## src/rtl/ctrl_unit.sv

```systemverilog
// ctrl_unit: fetch/decode/execute sequencer driving the 8-bit datapath controls.
// Define CTRL_CALL_EN to add CALL/RET with a one-deep return register.
module ctrl_unit #(
  parameter logic [7:0] RESET_PC = 8'h00
) (
  input  logic       clk_ctrl,
  input  logic       rst_ctrl,
  output logic [7:0] pc_ctrl,
  input  logic [7:0] instr_ctrl,
  output logic [1:0] muxsel_ctrl,
  output logic [7:0] imm_ctrl,
  output logic       accwr_ctrl,
  output logic [2:0] rfaddr_ctrl,
  output logic       rfwr_ctrl,
  output logic [2:0] alusel_ctrl,
  output logic [1:0] shiftsel_ctrl,
  output logic       outen_ctrl,
  input  logic       zero_ctrl,
  input  logic       positive_ctrl,
  output logic       halted_ctrl
);

  // state  | meaning
  // FETCH  | latch opcode byte into ir, pc+1
  // FETCH2 | latch operand byte into op2, pc+1
  // EXEC   | drive decoded controls for one cycle, resolve jumps
  // HALT   | controls idle, pc frozen until reset
  typedef enum logic [1:0] {
    S_FETCH  = 2'd0,
    S_FETCH2 = 2'd1,
    S_EXEC   = 2'd2,
    S_HALT   = 2'd3
  } state_t;

  localparam logic [3:0] OP_LDA  = 4'h1;
  localparam logic [3:0] OP_STA  = 4'h2;
  localparam logic [3:0] OP_LDI  = 4'h3;
  localparam logic [3:0] OP_ALU  = 4'h4;
  localparam logic [3:0] OP_IN   = 4'h5;
  localparam logic [3:0] OP_OUT  = 4'h6;
  localparam logic [3:0] OP_JMP  = 4'h7;
  localparam logic [3:0] OP_JZ   = 4'h8;
  localparam logic [3:0] OP_JPOS = 4'h9;
`ifdef CTRL_CALL_EN
  localparam logic [3:0] OP_CALL = 4'hA;
  localparam logic [3:0] OP_RET  = 4'hB;
`endif
  localparam logic [3:0] OP_HALT = 4'hF;

  state_t     state_q, state_d;
  logic [7:0] pc_q, pc_d;
  logic [7:0] ir_q, ir_d;
  logic [7:0] op2_q, op2_d;
  logic       zflag_q, zflag_d;
  logic       pflag_q, pflag_d;
`ifdef CTRL_CALL_EN
  logic [7:0] ret_q, ret_d;
`endif

  logic [3:0] opc;
  logic       unused_ir3;

  assign opc        = ir_q[7:4];
  assign unused_ir3 = ir_q[3];

  function automatic logic is_two_byte(input logic [3:0] op);
    case (op)
      OP_LDI, OP_ALU, OP_JMP, OP_JZ, OP_JPOS: is_two_byte = 1'b1;
`ifdef CTRL_CALL_EN
      OP_CALL: is_two_byte = 1'b1;
`endif
      default: is_two_byte = 1'b0;
    endcase
  endfunction

  always_ff @(posedge clk_ctrl or posedge rst_ctrl) begin
    if (rst_ctrl) state_q <= S_FETCH;
    else          state_q <= state_d;
  end

  always_comb begin
    state_d = state_q;
    case (state_q)
      S_FETCH:  state_d = is_two_byte(instr_ctrl[7:4]) ? S_FETCH2 : S_EXEC;
      S_FETCH2: state_d = S_EXEC;
      S_EXEC:   state_d = (opc == OP_HALT) ? S_HALT : S_FETCH;
      default:  state_d = S_HALT;
    endcase
  end

  always_comb begin
    muxsel_ctrl   = 2'b00;
    accwr_ctrl    = 1'b0;
    rfwr_ctrl     = 1'b0;
    alusel_ctrl   = 3'b000;
    shiftsel_ctrl = 2'b00;
    outen_ctrl    = 1'b0;
    if (state_q == S_EXEC) begin
      case (opc)
        OP_LDA: begin
          muxsel_ctrl = 2'b01;
          accwr_ctrl  = 1'b1;
        end
        OP_STA: rfwr_ctrl = 1'b1;
        OP_LDI: begin
          muxsel_ctrl = 2'b11;
          accwr_ctrl  = 1'b1;
        end
        OP_ALU: begin
          alusel_ctrl   = op2_q[4:2];
          shiftsel_ctrl = op2_q[1:0];
          accwr_ctrl    = 1'b1;
        end
        OP_IN: begin
          muxsel_ctrl = 2'b10;
          accwr_ctrl  = 1'b1;
        end
        OP_OUT:  outen_ctrl = 1'b1;
        default: ;
      endcase
    end
  end

  assign halted_ctrl = (state_q == S_HALT);
  assign pc_ctrl     = pc_q;
  assign imm_ctrl    = op2_q;
  assign rfaddr_ctrl = ir_q[2:0];

  always_comb begin
    pc_d  = pc_q;
    ir_d  = ir_q;
    op2_d = op2_q;
`ifdef CTRL_CALL_EN
    ret_d = ret_q;
`endif
    case (state_q)
      S_FETCH: begin
        ir_d = instr_ctrl;
        pc_d = pc_q + 8'd1;
      end
      S_FETCH2: begin
        op2_d = instr_ctrl;
        pc_d  = pc_q + 8'd1;
      end
      S_EXEC: begin
        case (opc)
          OP_JMP:  pc_d = op2_q;
          OP_JZ:   if (zflag_q) pc_d = op2_q;
          OP_JPOS: if (pflag_q) pc_d = op2_q;
`ifdef CTRL_CALL_EN
          // pc already points past the operand byte, i.e. the return address
          OP_CALL: begin
            ret_d = pc_q;
            pc_d  = op2_q;
          end
          OP_RET:  pc_d = ret_q;
`endif
          default: ;
        endcase
      end
      default: ;
    endcase
  end

  // Flags follow whatever value lands in the accumulator
  assign zflag_d = accwr_ctrl ? zero_ctrl     : zflag_q;
  assign pflag_d = accwr_ctrl ? positive_ctrl : pflag_q;

  always_ff @(posedge clk_ctrl or posedge rst_ctrl) begin
    if (rst_ctrl) begin
      pc_q    <= RESET_PC;
      ir_q    <= 8'h00;
      op2_q   <= 8'h00;
      zflag_q <= 1'b1;
      pflag_q <= 1'b1;
    end else begin
      pc_q    <= pc_d;
      ir_q    <= ir_d;
      op2_q   <= op2_d;
      zflag_q <= zflag_d;
      pflag_q <= pflag_d;
    end
  end

`ifdef CTRL_CALL_EN
  always_ff @(posedge clk_ctrl or posedge rst_ctrl) begin
    if (rst_ctrl) ret_q <= 8'h00;
    else          ret_q <= ret_d;
  end
`endif

endmodule

```

## config.mk

```make
export PLATFORM = sky130hd
export DESIGN_NAME = ctrl_unit
export DESIGN_NICKNAME = d
export VERILOG_FILES = /design/src/rtl/ctrl_unit.sv
export SDC_FILE = /design/constraint.sdc
export NUM_CORES = 1
export LEC_CHECK = 0
export CAP_MARGIN = 20
export CORE_MARGIN = 2
export CORE_UTILIZATION = 50
export CTS_CLUSTER_SIZE = 20
export DETAILED_ROUTE_END_ITERATION = 8
export GPL_ROUTABILITY_DRIVEN = 0
export GPL_TIMING_DRIVEN = 1
export PLACE_DENSITY_LB_ADDON = 0.05
export SETUP_SLACK_MARGIN = 0.4
export SKIP_CTS_REPAIR_TIMING = 1
export SYNTH_ARGS = -nofsm -noshare
export SYNTH_HDL_FRONTEND = slang
export SYNTH_SLANG_ARGS = --single-unit
```

## constraint.sdc

```tcl
create_clock -name clk_ctrl -period 4.2 [get_ports clk_ctrl]
set_clock_uncertainty 0.2 [all_clocks]
set_input_delay 0.42 -clock clk_ctrl [delete_from_list [all_inputs] [get_ports clk_ctrl]]
set_output_delay 0.42 -clock clk_ctrl [all_outputs]
set_load 0.1 [all_outputs]
```

==> flow_summary.yaml <==
clocking:
  clock_path_buffers: 2
  cts-root-buf: "clkbuf_4"
  cts_tree: "done"
  clk_latency_ns: 0.33
  h-tree-depth: 1
  cts.sinks: 27
  clkTransAtPathRegs_ns: 0.15
  cts_buffers: 3
floorplanning:
  dieArea_sq_um: 3436
  die_w_microns: 58.62
  rows: 19
  boundaryPins: 42
  core_sq_um: 2805
  die_h_microns: 58.62
  start_util_pct: 53.17
grt:
  met1_usage_pct: 27.79
  use_met2_pct: 32.58
  top_usage_layer: "met2"
  antenna_found_initial: 0
  grt_use_met3_pct: 4.176
  overflow: 0
  grt_max_degree: 28
  grt_pass1_wl_microns: 5271
  grtUsageTotal_pct: 20.07
  grt_pass1_vias: 1119
worst_setup_path:
  critPathLaunchType: "flip-flop"
  crit_arrival_ns: 2.66
  required_ns: 3.58
  path_class: "flip-flop to output pin"
  ff2ff_setup_slack_ns: 2.31
  path_max_fanout: 21
  crit_path_end_kind: "output pin"
synthesis:
  synth-seq-area-share_pct: 45.47
  ys.flop_type: "dfrtp_1"
  syn_inst: 137
  yosys_register_bits: 27
  ys_warn_count: 0
  synth_edf_count: 0
  async_reset_ff_share_pct: 100.0
  avgSynthCellArea_sq_um: 10.89
  syn-num-nets: 150
  synth_area_sq_um: 1491
  synth_cell_type_count: 42
timing:
  tightestPinTransition_ns: 0.9924
  setup_ws_ns: 0.9191
  drv_slew: 0
  finalSetupTns_ns: 0
  fin_crit_sh_pct: 78.12
  hold_violations: 0
  timing.fmax_mhz: 304.8
  relSlewSlack_pct: 33.63
  hold_ws_ns: 0.06087
  finalSetupViolations: 0
  rsz0062_at_grt: "no"
  period_needed_ns: 3.281
final_layout:
  layout-area-overhead-vs-synth_pct: 29.03
  final_cells: 205
  drive_gt1_share_pct: 24.71
  n_antenna_cell: 0
  final_nets: 188
placement:
  dpl.hpwl_microns: 2356
  place_ws_ns: 1.297
  numPortBuffers: 41
  dp.cells: 200
drt:
  drtAntennaViolNets: 0
  viasPerCell: 5.893
  routedWlPerCell_microns: 15.66
  vias: 1208
  drtIter0Drc: 56
  drt-total-wl_microns: 3210
  drc: 0
  drtPass1Iterations: 4
flow_run:
  maxCapViolations: 0
hold_path:
  hold_path_class: "input port to asynchronous set/reset pin"
status:
  status: "complete, no violations"
## cell type report
class | instances | area, sq um
sequential | 27 | 678.2
timing repair buffer | 42 | 417.9
clock inverter | 1 | 5.005
tap | 31 | 38.79
fill | 219 | 880.8
clock buffer | 3 | 22.52
inverter | 3 | 11.26
multi-input combinational | 98 | 750.7
## worst paths after layout
| path | depth (start not counted) | to | start |
|---|---|---|---|
| setup / recovery | 3 | accwr_ctrl | state_q[0] |
| hold / removal | 2 | ir_q[0] | rst_ctrl |
| setup reg to reg | 4 | pc_ctrl[7] | state_q[0] |
| hold reg to reg | 1 | ir_q[0] | ir_q[0] |
| max in group asynchronous | 3 | pflag_q | rst_ctrl |
| min in group clk_ctrl | 1 | ir_q[0] | ir_q[0] |
## stage by stage
stage	util (%)	cell area [sq um]
finish	68.60	1924
global route	68.60	1924
CTS	67.62	1897
detailed placement	66.64	1869
global placement	66.64	1869
floorplan	-	1498
## layer usage
metal | vias up | part of all wire [%]
met3 | 2 | 4.9
met5 | - | 0
met4 | 0 | 0.34
met2 | 35 | 48
li1 | 577 | -
met1 | 594 | 47
## placed cells by master, fill, tap and decap left out, types with 2 or more instances in the layout
cell,netlist,routed
nand3_1,6,6
clkbuf_4,0,3
nor3_4,2,2
a31oi_1,5,5
buf_4,5,8
and2_1,6,6
dfstp_2,2,2
mux2_2,16,16
nor2_1,5,5
inv_1,3,3
nand4_1,2,2
o22ai_1,2,2
and4bb_2,2,2
nor3_1,2,2
a2bb2oi_1,2,2
o21ai_0,7,7
a22o_1,2,2
dfrtp_1,25,25
clkdlybuf4s50_1,0,33
nand2_1,11,11
a21oi_1,6,6
## cells by family (layout without fill, tap and decap cells)
group	count (synthesis)	after routing	synth area share, %
xor gates and xnor gates	1	1	0.5874
and+or+nand+nor	48	48	21.48
DFF	27	27	45.47
muxes	17	17	12.75
buffers and inverters	12	49	4.614
AOI/OAI and AO/OA	31	31	14.26
adders and majority gates	1	1	0.8388
## registers in the layout, summed over array words and instances, names as in the netlist
name      flops
state_q       2
pc_ctrl       8
imm_ctrl      8
pflag_q       1
ir_q          7
zflag_q       1
## Yosys cell counts (all sizes together) (2+ instances only)
| cell type | number | area share, % |
|---|---|---|
| dfstp | 2 | 3.5 |
| buf | 9 | 3.9 |
| nor2 | 7 | 2.4 |
| a21oi | 6 | 2.0 |
| inv | 3 | 0.75 |
| mux2 | 16 | 12 |
| nor3 | 4 | 2.9 |
| o21ai | 7 | 2.3 |
| nand2 | 11 | 2.8 |
| nor3b | 2 | 1.8 |
| o22ai | 2 | 0.84 |
| nand3 | 6 | 2.0 |
| nand2b | 2 | 1.0 |
| a31oi | 5 | 2.1 |
| dfrtp | 25 | 42 |
| a2bb2oi | 2 | 1.2 |
| a22o | 2 | 1.2 |
| and2 | 6 | 2.5 |
| nand4 | 2 | 0.84 |
| and4bb | 2 | 1.7 |
## critical path, stage by stage, from the launching register on
cell and delay (ns):
dfrtp_1 0.46, nand2b_2 0.41, nor3_4 0.29, clkdlybuf4s50_1 1.17
Power is not shown: default switching activity piles up to over one toggle a cycle in this logic, so the estimate is an artifact.
